[src/rtl/ahb_master_if.sv]
// ahb_master_if: turns one master request into a single AHB transfer
// (SINGLE burst, WORD size, non-pipelined). The sequence is bus request,
// then address phase, then data phase. Every output comes from a flop.
// The bus-side values are precomputed from the next state and the next
// capture contents.
module ahb_master_if #(
  parameter int ADDR_WIDTH = 32,
  parameter int DATA_WIDTH = 32
) (
  input  logic                  hclk,
  input  logic                  hresetn,
  // master side
  input  logic [ADDR_WIDTH-1:0] addr,
  input  logic [1:0]            slv_sel_in,
  input  logic [DATA_WIDTH-1:0] din,
  input  logic                  wr,
  input  logic                  enable,
  input  logic                  hbusreq_in,
  output logic [DATA_WIDTH-1:0] dout,
  output logic                  done,
  output logic                  err,
  output logic                  busy,
  // arbiter
  output logic                  hbusreq,
  input  logic                  hgrant,
  // AHB bus
  output logic [ADDR_WIDTH-1:0] haddr,
  output logic [1:0]            htrans,
  output logic                  hwrite,
  output logic [2:0]            hsize,
  output logic [2:0]            hburst,
  output logic [DATA_WIDTH-1:0] hwdata,
  output logic [1:0]            slv_sel,
  input  logic [DATA_WIDTH-1:0] hrdata,
  input  logic                  hready,
  input  logic [1:0]            hresp
);

  localparam logic [1:0] TR_IDLE   = 2'b00;
  localparam logic [1:0] TR_NONSEQ = 2'b10;
  localparam logic [1:0] RESP_OKAY = 2'b00;

  typedef enum logic [1:0] {S_IDLE, S_REQ, S_ADDR, S_DATA} state_t;

  // request latched in IDLE; master inputs are ignored until the next IDLE
  typedef struct packed {
    logic [ADDR_WIDTH-1:0] addr;
    logic [DATA_WIDTH-1:0] data;
    logic                  wr;
    logic [1:0]            slv;
  } req_t;

  state_t                state, state_nx;
  req_t                  cap, cap_nx;
  logic [DATA_WIDTH-1:0] dout_nx, hwdata_nx;
  logic [ADDR_WIDTH-1:0] haddr_nx;
  logic [1:0]            htrans_nx, slv_sel_nx;
  logic                  done_nx, err_nx, busy_nx, hbusreq_nx, hwrite_nx;

  // transfer size and burst type never change
  assign hsize  = 3'b010;
  assign hburst = 3'b000;

  // next state, capture, and the registered output values for that state
  always_comb begin
    state_nx   = state;
    cap_nx     = cap;
    dout_nx    = dout;
    err_nx     = err;
    done_nx    = 1'b0;
    haddr_nx   = haddr;
    hwrite_nx  = hwrite;
    slv_sel_nx = slv_sel;
    case (state)
      S_IDLE: if (enable && hbusreq_in) begin
        cap_nx.addr = addr;
        cap_nx.data = din;
        cap_nx.wr   = wr;
        cap_nx.slv  = slv_sel_in;
        state_nx    = S_REQ;
      end
      S_REQ:  if (hgrant && hready) state_nx = S_ADDR;
      // grant loss from here on is ignored; the transfer always finishes
      S_ADDR: if (hready) state_nx = S_DATA;
      S_DATA: if (hready) begin
        state_nx = S_IDLE;
        done_nx  = 1'b1;
        // any non-OKAY response ends the transfer as an error, with no re-issue
        err_nx   = (hresp != RESP_OKAY);
        if (!cap.wr) dout_nx = hrdata;
      end
      default: state_nx = S_IDLE;
    endcase
    busy_nx    = (state_nx != S_IDLE);
    hbusreq_nx = (state_nx == S_REQ);
    htrans_nx  = (state_nx == S_ADDR) ? TR_NONSEQ : TR_IDLE;
    // address/control load on entry to ADDR and hold through DATA and beyond
    if (state_nx == S_ADDR) begin
      haddr_nx   = cap_nx.addr;
      hwrite_nx  = cap_nx.wr;
      slv_sel_nx = cap_nx.slv;
    end
    hwdata_nx = (state_nx == S_DATA && cap_nx.wr) ? cap_nx.data : '0;
  end

  // state and capture registers
  always_ff @(posedge hclk or negedge hresetn) begin
    if (!hresetn) begin
      state <= S_IDLE;
      cap   <= '0;
    end else begin
      state <= state_nx;
      cap   <= cap_nx;
    end
  end

  // registered outputs
  always_ff @(posedge hclk or negedge hresetn) begin
    if (!hresetn) begin
      dout    <= '0;
      done    <= 1'b0;
      err     <= 1'b0;
      busy    <= 1'b0;
      hbusreq <= 1'b0;
      haddr   <= '0;
      htrans  <= TR_IDLE;
      hwrite  <= 1'b0;
      hwdata  <= '0;
      slv_sel <= 2'b00;
    end else begin
      dout    <= dout_nx;
      done    <= done_nx;
      err     <= err_nx;
      busy    <= busy_nx;
      hbusreq <= hbusreq_nx;
      haddr   <= haddr_nx;
      htrans  <= htrans_nx;
      hwrite  <= hwrite_nx;
      hwdata  <= hwdata_nx;
      slv_sel <= slv_sel_nx;
    end
  end

endmodule

[config.mk]
export PLATFORM = sky130hd
export DESIGN_NAME = ahb_master_if
export DESIGN_NICKNAME = d
export VERILOG_FILES = /design/src/rtl/ahb_master_if.sv
export SDC_FILE = /design/constraint.sdc
export NUM_CORES = 1
export LEC_CHECK = 0
export BUFFER_PORTS_ARGS = -buffer_cell sky130_fd_sc_hd__clkbuf_2
export CORE_UTILIZATION = 50
export CTS_BUF_LIST = sky130_fd_sc_hd__clkbuf_16
export DETAILED_ROUTE_END_ITERATION = 8
export GPL_ROUTABILITY_DRIVEN = 0
export PLACE_DENSITY = 0.86
export SYNTH_ARGS = -nofsm -noshare
export SYNTH_HDL_FRONTEND = slang
export SYNTH_SLANG_ARGS = --single-unit
[constraint.sdc]
create_clock -name hclk -period 2 [get_ports hclk]
set_input_delay 0.4 -clock hclk [delete_from_list [all_inputs] [get_ports hclk]]
set_output_delay 0.4 -clock hclk [all_outputs]
set_load 0.02 [all_outputs]
Word level (Yosys, flattened, before mapping) --
Cells that the tools add are included.
Storage, ports and cells: flip-flop bits (word level) 174, bits in latches 0, memory bits (writable) 0, bits in read-only memories 0, input port bits 107, output and inout port bits 111, memories kept 0
Operators by class: add/sub/neg operators 0, multiply operators 0, div/mod/pow operators 0, magnitude comparators 0, equal/unequal tests 6, shift operators 0, muxes and demuxes 11, bitwise gates (word level) 1, reduce and logical (&&, ||, !) cells 8
Operators by type and width (number):
- 2-to-1 mux 67 bit | 2
- 2-to-1 mux 32 bit | 1
- 2-to-1 mux 2 bit | 5
- == test 2 bit, second input constant | 4
- one-hot mux 2 bit (4 select lines) | 1
- == test 2 x 1 -> 1 bit, second input constant | 2
- nonzero test 2 bit | 2
- logical AND 1 bit | 3
- AND reduction 3 bit | 1
- zero test 2 bit | 1
- 2-to-1 mux 1 bit | 2
- AND reduction 2 bit | 1
- NOT 1 bit | 1

Logic depth before layout (Yosys ltp) --
word-level depth 6, mapped depth 7, mapped depth without buffers 3

Worst setup path before layout --
OpenSTA, ideal clock, no wires.
path kind reg2reg, start point register state[0], end point register haddr[10], library setup time 0.125 ns, data arrival time 1.689 ns, required time 1.875 ns, slack 0.186 ns, stages on the path, launching flop included 7, path buffers 3, cells stage by stage dfrtp_1 buf_6 nor4bb_4 buf_4 buf_4 mux2_2 mux2_2
RTL lines:
- start: declaration | line 53 | state_t state, state_nx;
- start signal: assignment | line 112 | state <= state_nx;
- end signal: assignment | line 136 | haddr <= haddr_nx;
- end: declaration | line 27 | output logic [ADDR_WIDTH-1:0] haddr,

==> summary.md <==
| Metric | Value |
|---|---|
| RSZ-0062 raised after global routing | false |
| Initial DRC Count | about 140 |
| Top delay family on crit path | multiplexers |
| Clock Latency Late Sink | ~0.42 ns |
| Synth cell count leaders | 173 x dfrtp_1, 125 x mux2_2, 25 x nor2b_1, 15 x buf_4 |
| Die Wd | roughly 120 um |
| Synthesis-to-layout area growth | 28.7% |
| Diodes inserted | 0 |
| Core Box Area | 12600 um2 |
| Top-area cell type share of the netlist area | between 60% and 70% |
| Synth Instances | 391 |
| Cell taking the most area after synthesis | dfrtp_1 |
| Post-route minimum period | between 1.5 and 2 ns |
| PostCTS Resize Cnt | 0 |
| Most used DFF post-synth | dfrtp_1 |
| TritonCTS clock tree | built |
| Fin. max-slew vios | 0 |
| First-pass detailed-route iteration total | 4 |
| Wirelength, routed | 12300 um |
| Critical path buffers and inverters | 1 |
| LEAKAGE | between 0.004 and 0.005 uW |
| Clock slew at reported path FFs | about 0.06 ns |
| Drt drc | 0 |
| Synth unique cells | 27 |
| CP Cell Sequence | nor4bb_4, buf_12, mux2_2, mux2_2 |
| Vert. Die Dim | 115 um |
| Tcrit/Tclk final | between 90% and 100% |
| IR Drop Worst-Case VDD | 0.969 mV |
| Largest net degree at the start of global routing | slightly above 70 |
| Hold slack | around 0.2 ns |
| Rel. slew slack | roughly half |
| Initial antenna violation count | 0 |
| Yosys warnings | 0 |
| Finished Layout Cells | approximately 790 |
| Cell with the most instances after synthesis | dfrtp_1 |
| Port Buffers | between 200 and 250 |
| Syn Area/Cell | 16.5 um2 |
| Final Util | between 60 and 70% |
| Switching Power | approximately 4300 uW |
| CTS Buf Count | 17 |
| DR vias/cell | just under 5 |
| Most numerous cell on the critical path | mux2_2 |
| Final hold vios | 0 |
| Syn Std Cell Area | about 6400 um2 |
| Via count | roughly 3800 |
| First-pass GRT wire length | 19400 um |
| DP Wirelength | between 8000 and 9000 um |
| Fill cells | slightly above 900 |
| Worst Hold Class | in2reg |
| Ys async rst share | 100% |
| WP data arrival | 2.24 ns |
| Nature of the critical path startpoint | flip-flop |
| Number of global-route vias before repair | 4011 |
| GRT Residual Overflow | 0 |
| WL/cell | 15.5 um |
| Seq cells post-synth | roughly 170 |
| Worst Path Required | 2.30 ns |
| F_max | 517 MHz |
| Int Pwr | about 9300 uW |
| Critical path's largest stage delay | 0.41 ns |
| Slowest-stage cell, CP | dfrtp_1 |
| Root Buffer | clkbuf_16 |
| Crit Path Max Fanout | approximately 50 |
| Outcome | finished, final reports clean |
| Critical path type | reg2reg |
| Worst slew pin tran | ~0.74 ns |
| Layout cell share with drive strength beyond 1 | approximately three fifths |
| Worst slack, placed | -0.000907 ns |
| Post-synthesis sequential area ratio | slightly below 70% |
| Final setup viols | 0 |
| Initial Utilization | between 50% and 60% |
| Post-synth EDFFs | 0 |
| Seq pwr share | 41.6% |
| Die area | approximately 13000 um2 |
| Placed cell count | 760 |
| ANT nets after route | 0 |
| Final nets | a little over 700 |
| CTS max path bufs | 2 |
| Power density over cell area | about 1600 nW/um2 |
| Synth top area cells | dfrtp_1 67%, mux2_2 22%, nor2b_1 2.4% |
| Clk_skew | between 0.006 and 0.007 ns |
| Total clock sinks | 173 |
| Total power draw | roughly 14000 uW |
| Row cnt | 41 |
| Crit end category | flip-flop |
| Clock power frac | 24.6% |
| Total I/O pin count | about 220 |
| Max Cap Violations | 0 |
| Switching share of total power | between 30% and 40% |
| Tot GR Track Use | roughly 19% |
| H-tree levels | 4 |
| Setup ws final | 0.0649 ns |
| Gate power share | around 34% |
through the flow:
step	cell area [um2]	setup TNS (ns)
floorplan	6450	0
global placement	7660	0
detailed placement	7660	-0.000907
CTS	8280	0
global route	8280	0
finish	8280	0
metal layers:
| layer | vias to the layer above | wire [um] | global-route usage, % |
|---|---|---|---|
| li1 | 1740 | - | - |
| met1 | 1933 | 4940 | 22.7 |
| met2 | 127 | 6380 | 32.8 |
| met3 | 16 | 811 | 6.22 |
| met4 | 0 | 192 | 8.23 |
| met5 | - | 0 | 0 |
registers in the layout, indices dropped and copies added (netlist names), 2 cells and up:
name and cells:
cap 67, dout 32, haddr 32, state 2
hwdata 32, slv_sel 2
placed cells by master, fill, tap and decap left out, types with 2 or more instances in the layout:
master,instances
clkbuf_2,209
dfrtp_1,173
mux2_2,125
nor2b_1,25
clkbuf_16,17
mux2_4,8
and2b_1,8
conb_1,7
buf_4,6
nand2_1,4
inv_1,4
bufinv_16,4
buf_12,4
o21ai_0,3
clkinv_2,3
clkinvlp_4,3
nand2b_1,2
cells by family (layout without fill, tap and decap cells):
logic type | Yosys count | count (layout) | synth area share (%)
DFF | 173 | 173 | 67.3
muxes | 134 | 134 | 23.9
and+or+nand+nor | 45 | 45 | 4.71
buffers and inverters | 29 | 254 | 3.09
AOI/OAI and AO/OA | 7 | 7 | 0.739
other | 2 | 7 | 0.117
xor gates and xnor gates | 1 | 1 | 0.136
worst paths after layout:
kind | startpoint | endpoint | slack, ns | cells after the start
setup / recovery | state[0]$_DFF_PN0_ | haddr[16]$_DFFE_PN0P_ | 0.06 | 4
hold / removal | hrdata[7] | dout[7]$_DFFE_PN0P_ | 0.20 | 2
min in group asynchronous | hresetn | haddr[12]$_DFFE_PN0P_ | 0.41 | 2
hold reg to reg | cap[29]$_DFF_PN0_ | cap[29]$_DFF_PN0_ | 0.49 | 1
max in group asynchronous | hresetn | dout[16]$_DFFE_PN0P_ | 0.85 | 3
setup reg to reg | state[0]$_DFF_PN0_ | haddr[16]$_DFFE_PN0P_ | 0.06 | 4
area by class of cell:
cell class	count	area (um2)	share of cell area (%)
flip-flops and latches	173	4330	52.3
repair buffers	221	1190	14.4
multi-input cells	194	1930	23.3
well taps	172	215	2.60
clock buffers	17	425	5.14
inverters	1	3.75	0.0453
clock inverters	15	181	2.19
repair_timing:
action	CTS	global route
hold buffers	1	0
hold endpoints to repair	21	0
setup endpoints to repair	0	0
setup buffers	0	0
power by group through the flow:
| stage | sequential, uW | combinational (uW) | clock [uW] |
|---|---|---|---|
| 2_1_floorplan | 6580 | 2190 | 0 |
| 3_3_place_gp | 5600 | 4430 | 0 |
| 3_5_place_dp | 5700 | 4610 | 0 |
| 4_1_cts | 5670 | 4630 | 3410 |
| 5_1_grt | 5810 | 4950 | 3520 |
| 6_report | 5640 | 4570 | 3340 |
(Power assumes the default switching activity.)
